### config.mk
export PLATFORM = sky130hd
export DESIGN_NAME = piso_serializer_flat
export DESIGN_NICKNAME = d
export VERILOG_FILES = /design/src/rtl/piso_pkg.sv /design/src/rtl/piso_serializer_if.sv /design/src/rtl/piso_bit_counter.sv /design/src/rtl/piso_serializer.sv /design/src/flat_wrapper.sv
export SDC_FILE = /design/constraint.sdc
export NUM_CORES = 1
export LEC_CHECK = 0
export CORE_AREA = 2 2 39 41
export DETAILED_ROUTE_END_ITERATION = 16
export DIE_AREA = 0 0 41 43
export GPL_TIMING_DRIVEN = 1
export PLACE_DENSITY = 0.53
export SLEW_MARGIN = 20
export SYNTH_ARGS = -nofsm -noshare
export SYNTH_HDL_FRONTEND = slang
export SYNTH_SLANG_ARGS = --single-unit
### constraint.sdc
create_clock -name clk -period 1.49 [get_ports clk]
set_input_delay 0.149 -clock clk [delete_from_list [all_inputs] [get_ports clk]]
set_output_delay 0.149 -clock clk [all_outputs]
set_load 0.03 [all_outputs]
### src/rtl/piso_pkg.sv
// Shared definitions for the PISO serializer and its bit counter.
// Build option: PISO_PARITY_EN appends an even-parity bit to every frame.
package piso_pkg;

  typedef enum logic [0:0] {
    IDLE  = 1'b0,
    SHIFT = 1'b1
  } piso_state_e;

  // Number of bit slots in one frame on the serial line.
  function automatic int frame_len(input int width);
`ifdef PISO_PARITY_EN
    return width + 1;
`else
    return width;
`endif
  endfunction

  // Bit counter width; wide enough for the parity slot too.
  function automatic int cnt_width(input int width);
    return $clog2(width + 1);
  endfunction

endpackage

### src/rtl/piso_serializer_if.sv
// Load handshake and serial line of the PISO serializer.
// The master side is the word producer / line observer, the slave side is
// the serializer itself.
interface piso_serializer_if #(
  parameter int WIDTH = 4
);
  logic [WIDTH-1:0] data_in;
  logic             load_valid;
  logic             load_ready;
  logic             serial_out;
  logic             frame_active;
  logic             done;

  modport master (
    output data_in,
    output load_valid,
    input  load_ready,
    input  serial_out,
    input  frame_active,
    input  done
  );

  modport slave (
    input  data_in,
    input  load_valid,
    output load_ready,
    output serial_out,
    output frame_active,
    output done
  );
endinterface

### src/rtl/piso_bit_counter.sv
// Modulo-LEN bit position counter with clear, enable and last-slot flag.
// Shared between the serializer and the matching SIPO receiver.
module piso_bit_counter #(
  parameter int LEN = 4,
  parameter int CW  = 3
) (
  input  logic          clk,
  input  logic          reset,
  input  logic          clear,
  input  logic          enable,
  output logic [CW-1:0] count,
  output logic          is_last
);

  localparam logic [CW-1:0] LAST_VAL = CW'(LEN - 1);

  logic [CW-1:0] count_r;

  // Position register: clear wins over enable, wraps after the last slot.
  always_ff @(posedge clk) begin
    if (reset) begin
      count_r <= {CW{1'b0}};
    end else if (clear) begin
      count_r <= {CW{1'b0}};
    end else if (enable) begin
      if (count_r == LAST_VAL) begin
        count_r <= {CW{1'b0}};
      end else begin
        count_r <= count_r + CW'(1);
      end
    end else begin
      count_r <= count_r;
    end
  end

  assign count   = count_r;
  assign is_last = (count_r == LAST_VAL);

endmodule

### src/rtl/piso_serializer.sv
// Parallel-in serial-out transmitter, MSB first, back-to-back capable.
// Build option: PISO_PARITY_EN sends an even-parity bit after the data bits.
// serial_out is the MSB of the shift register, so it is a pure register
// output; the shift register is zero whenever no frame is on the line.
module piso_serializer
  import piso_pkg::*;
#(
  parameter int WIDTH = 4
) (
  input logic              clk,
  input logic              reset,
  piso_serializer_if.slave bus
);

  localparam int            FRAME_LEN = frame_len(WIDTH);
  localparam int            CW        = cnt_width(WIDTH);
  localparam logic [CW-1:0] PRE_LAST  = CW'(FRAME_LEN - 2);

  piso_state_e      state_r;
  piso_state_e      state_nxt_s;
  logic [WIDTH-1:0] shift_r;
  logic [WIDTH-1:0] shift_nxt_s;
  logic             frame_active_r;
  logic             frame_nxt_s;
  logic             done_r;
  logic             done_nxt_s;
  logic             fill_s;
  logic [CW-1:0]    count_s;
  logic             is_last_s;
  logic             accept_s;
  logic             load_ready_s;
  logic             cnt_en_s;

`ifdef PISO_PARITY_EN
  logic parity_r;
  logic parity_nxt_s;

  function automatic logic even_parity(input logic [WIDTH-1:0] word);
    return ^word;
  endfunction
`endif

  // Ready only when idle or while the last bit of a frame is on the line.
  assign load_ready_s = (state_r == IDLE) || ((state_r == SHIFT) && is_last_s);
  assign accept_s     = bus.load_valid && load_ready_s;
  assign cnt_en_s     = (state_r == SHIFT) && !accept_s;

  piso_bit_counter #(
    .LEN(FRAME_LEN),
    .CW (CW)
  ) u_bit_counter (
    .clk    (clk),
    .reset  (reset),
    .clear  (accept_s),
    .enable (cnt_en_s),
    .count  (count_s),
    .is_last(is_last_s)
  );

  // Shift-in bit: the parity enters at the LSB on the first shift and
  // reaches the MSB exactly after the last data bit.
  always_comb begin
    fill_s = 1'b0;
`ifdef PISO_PARITY_EN
    if (count_s == {CW{1'b0}}) begin
      fill_s = parity_r;
    end else begin
      fill_s = 1'b0;
    end
`endif
  end

  // Next-state, next-shift and next-output decode.
  always_comb begin
    state_nxt_s  = state_r;
    shift_nxt_s  = shift_r;
    frame_nxt_s  = 1'b0;
    done_nxt_s   = 1'b0;
`ifdef PISO_PARITY_EN
    parity_nxt_s = parity_r;
`endif
    if (accept_s) begin
      state_nxt_s  = SHIFT;
      shift_nxt_s  = bus.data_in;
      frame_nxt_s  = 1'b1;
`ifdef PISO_PARITY_EN
      parity_nxt_s = even_parity(bus.data_in);
`endif
    end else begin
      case (state_r)
        IDLE: begin
          state_nxt_s = IDLE;
          shift_nxt_s = {WIDTH{1'b0}};
        end
        SHIFT: begin
          if (is_last_s) begin
            state_nxt_s = IDLE;
            shift_nxt_s = {WIDTH{1'b0}};
          end else begin
            state_nxt_s = SHIFT;
            shift_nxt_s = {shift_r[WIDTH-2:0], fill_s};
            frame_nxt_s = 1'b1;
            done_nxt_s  = (count_s == PRE_LAST);
          end
        end
        default: begin
          state_nxt_s = IDLE;
          shift_nxt_s = {WIDTH{1'b0}};
        end
      endcase
    end
  end

  // State, shift register and output registers; reset aborts any frame.
  always_ff @(posedge clk) begin
    if (reset) begin
      state_r        <= IDLE;
      shift_r        <= {WIDTH{1'b0}};
      frame_active_r <= 1'b0;
      done_r         <= 1'b0;
    end else begin
      state_r        <= state_nxt_s;
      shift_r        <= shift_nxt_s;
      frame_active_r <= frame_nxt_s;
      done_r         <= done_nxt_s;
    end
  end

`ifdef PISO_PARITY_EN
  // Parity of the captured word, held for the whole frame.
  always_ff @(posedge clk) begin
    if (reset) begin
      parity_r <= 1'b0;
    end else begin
      parity_r <= parity_nxt_s;
    end
  end
`endif

  assign bus.load_ready   = load_ready_s;
  assign bus.serial_out   = shift_r[WIDTH-1];
  assign bus.frame_active = frame_active_r;
  assign bus.done         = done_r;

endmodule
### src/flat_wrapper.sv
// flat-port wrapper written by rule: the top's interface ports become plain ports
module piso_serializer_flat import piso_pkg::*;
#(
  parameter int WIDTH = 4
)
  (clk, reset, bus_data_in, bus_load_valid, bus_load_ready, bus_serial_out, bus_frame_active, bus_done);
  piso_serializer_if #(.WIDTH(WIDTH)) bus_i ();
  input logic clk;
  input logic reset;
  input wire logic [$bits(bus_i.data_in)-1:0] bus_data_in;
  input wire logic [$bits(bus_i.load_valid)-1:0] bus_load_valid;
  output wire logic [$bits(bus_i.load_ready)-1:0] bus_load_ready;
  output wire logic [$bits(bus_i.serial_out)-1:0] bus_serial_out;
  output wire logic [$bits(bus_i.frame_active)-1:0] bus_frame_active;
  output wire logic [$bits(bus_i.done)-1:0] bus_done;
  assign bus_i.data_in = bus_data_in;
  assign bus_i.load_valid = bus_load_valid;
  assign bus_load_ready = bus_i.load_ready;
  assign bus_serial_out = bus_i.serial_out;
  assign bus_frame_active = bus_i.frame_active;
  assign bus_done = bus_i.done;
  piso_serializer #(.WIDTH(WIDTH)) u_core (.clk(clk), .reset(reset), .bus(bus_i));
endmodule
==> summary.txt <==
Pwr
  • P_int: 0.000397 W
  • Total power density per cell area: 980 nW/um2
  • Static Leak: roughly 0.22 nW
  • NetSw: 0.000125 W
  • Clock Power Share: 0.347
  • Peak VDD IR: 0.357 mV
  • Overall Power: 0.000522 W
  • Switching Share: 0.239
  • Comb power frac: 0.160
  • Portion of total power attributed to sequential cells: 0.493

Global routing
  • Initial antenna violation count: 0
  • Largest net degree at the start of global routing: 9
  • Wire length of the first global-routing pass: about 1300 um
  • Overall track demand over capacity in global routing: 0.112
  • Vias in the first global route: 317
  • GRT Residual Overflow: 0

Outcome
  • Run status: finished clean

Min path
  • Terminating pin of the worst hold path: u_core.shift_r[1]
  • Origin of the worst min-delay path: u_core.shift_r[0]
  • Worst hold stages: 2
  • Class of the tightest hold or removal check: reg2reg

Final layout
  • Filler Cells Inserted: 148
  • Final design utilization: 0.385
  • Antenna Cells: 0
  • Fraction of layout instances using a drive strength above 1: 0.192
  • Synthesis-to-layout area growth: 45.4%
  • Sequential cell area: 180 um2
  • Footprint of the multi-input gates: 171 um2
  • Nets: a little over 60

Timing
  • Hold Vio Cnt, Final: 0
  • Period utilization: 0.940
  • Fin worst setup slack: 0.0895 ns
  • Number of endpoints failing setup at the final stage: 0
  • Clock skew: 0.00129 ns
  • Fin crit period: 1.40 ns
  • Final Max Slew Viols: 0
  • RSZ-0062 raised after global routing: no
  • Slew at the pin closest to its max-slew limit: 0.301 ns
  • Setup Total Neg Slack: 0 ns
  • Highest Clock Rate: 714 MHz
  • Worst-case headroom to the max-slew limit: 0.799
  • Fin Hold WS: around 0.45 ns

Drt
  • Number of vias after detailed routing: 311
  • Number of iterations in the first detailed-routing pass: 1
  • Average detailed-routed wire length per instance: 9.85 um
  • Residual DRC count: 0
  • Number of nets still failing antenna checks after routing: 0
  • Wirelength, routed: 670 um
  • DR vias/cell: 4.57
  • Number of DRC markers after the initial detailed-route iteration: 0

Clock network
  • CTS tree: built
  • Num Clock Sinks: 9
  • CTS Buffer Depth: 2
  • Hold bufs inserted after CTS: 0
  • Count of cells resized by post-cts repair: 0
  • CTS clk-pin slew, worst paths: 0.06 ns
  • Buffer cell driving the clock tree root: clkbuf_4
  • Number of H-tree levels: 1
  • Clock insertion delay at the later pin of the skew report: 0.25 ns
  • CTS buffer count: 3

Place
  • Routability congestion estimate: around 0.64
  • Port Buffers: 10
  • Post-Place Worst Slack: 0.213 ns
  • Post-DP HPWL: 523 um

Floorplan
  • Number of I/O pins: 11
  • Area of the die: 1760 um2
  • Die boundary width: 41 um
  • Die height: 43 um
  • Initial core utilization: 0.265
  • Core Footprint: 1380 um2
  • Number of core rows: 14

Setup path
  • Count of cells along the worst register-to-register path: 5
  • Gate family responsible for the most delay along the worst path: buffers and inverters
  • Crit path DAT: 1.25 ns
  • Slack of the worst reg-to-reg path: 0.23 ns
  • Cell at the slowest stage of the critical path: clkdlybuf4s50_1
  • Launching element type of the critical path: flop
  • Worst setup path class: reg2out
  • Highest cell delay on the worst timing path: 0.67 ns
  • Cell chain of the critical path: clkdlybuf4s50_1
  • Maximum net fanout on the critical path: 2
  • Worst r2r src: u_core.u_bit_counter.count[0]
  • Crit path capture type: primary output
  • Crit path buffers/inverters: 1
  • Worst path depth: 1
  • Critical path required time: approximately 1.3 ns
  • Worst R2R End: u_core.bus.done

Synthesis
  • Post-Synthesis Net Count: 44
  • Number of cells produced by synthesis: 35
  • Fraction of registers with async set or reset after synthesis: 0
  • Most common flop cell mapped by yosys: dfxtp_1
  • Synthesized area: ~370 um2
  • Cell with the most instances after synthesis: dfxtp_1
  • Top cell type's share of synthesized area: 0.491
  • Number of enable-type register cells in the synthesized netlist: 0
  • Synth warn: 0
  • Post-synth cell types: 14
  • Top post-synthesis cells by count: dfxtp_1 (9), nand2_1 (6), inv_1 (4)
  • Average cell area after synthesis: 10.5 um2
  • Flip-flop and latch count after synthesis: 9
  • Sequential-to-total area share from yosys stat: 0.491
  • Cells taking the most area after synthesis: dfxtp_1 (49%), mux2i_1 (8.2%), ha_1 (6.8%)
  • Leading area contributor after synthesis: dfxtp_1

Job
  • Max_cap viols: 0
[per-stage QoR]
step	std cells	instance area [um2]
finish	68	533
global route	68	533
CTS	68	533
detailed placement	63	499
global placement	63	499
floorplan	35	367
[sequential cells by signal, indices dropped and copies added, names as in the netlist]
register                    flops
u_core.shift_r                  4
u_core.u_bit_counter.count      3
u_core.bus.done                 1
u_core.bus.frame_active         1
[cell families (layout without fill, tap and decap cells)]
| family | after synthesis | after routing | synth area share |
|---|---|---|---|
| fa+ha+maj | 2 | 2 | 0.0682 |
| mux | 3 | 3 | 0.0819 |
| simple gates | 11 | 11 | 0.171 |
| compound gates | 6 | 6 | 0.147 |
| flops | 9 | 9 | 0.491 |
| buf+inv | 4 | 21 | 0.0409 |
[per-layer routing]
layer  up-vias  routed length, um  GRT usage
li1        157                  -          -
met1       142                306      0.133
met2        10                306      0.144
met3         2                 50     0.0471
met4         0                  6      0.100
met5         -                  0          0
[power by group through the flow]
stage / Combinational (W) / Sequential, W / Clock, W
after global routing: 0.0000924 / 0.000258 / 0.000210
after global placement: 0.0000823 / 0.000262 / 0
after detailed placement: 0.0000818 / 0.000263 / 0
after floorplan: 0.0000318 / 0.000272 / 0
after CTS: 0.0000849 / 0.000257 / 0.000192
final: 0.0000837 / 0.000257 / 0.000181
[how the worst max path moves through the flow]
stage | startpoint | to
after global routing | u_core.bus.frame_active | bus_frame_active
final | u_core.bus.frame_active | bus_frame_active
after detailed placement | u_core.u_bit_counter.count[0] | bus_load_ready
after floorplan | u_core.u_bit_counter.count[0] | u_core.shift_r[0]
after global placement | u_core.u_bit_counter.count[0] | bus_load_ready
after CTS | u_core.bus.frame_active | bus_frame_active
[repair_timing]
item	CTS	global route
endpoints found under the hold margin	0	0
buffers inserted	1	0
setup endpoints to repair	1	0
[cells in the final DEF, fill, tap and decap left out]
cell / count
and4_2: 1
a21oi_1: 1
nand3_1: 3
buf_4: 4
o21ai_0: 1
clkbuf_4: 3
clkbuf_1: 1
o21ai_4: 1
nor4b_2: 1
a221oi_1: 1
a211oi_1: 1
inv_1: 4
nand2_1: 6
ha_1: 2
o2111a_1: 1
clkdlybuf4s50_1: 9
dfxtp_1: 9
mux2i_1: 3
[layout make-up]
class,instances,area share
clock buffers,4,0.0493
inverters,4,0.0282
multi-input cells,22,0.322
flip-flops and latches,9,0.338
well taps,16,0.0376
repair buffers,13,0.225
Note: power is estimated with default switching activity, not from simulation.
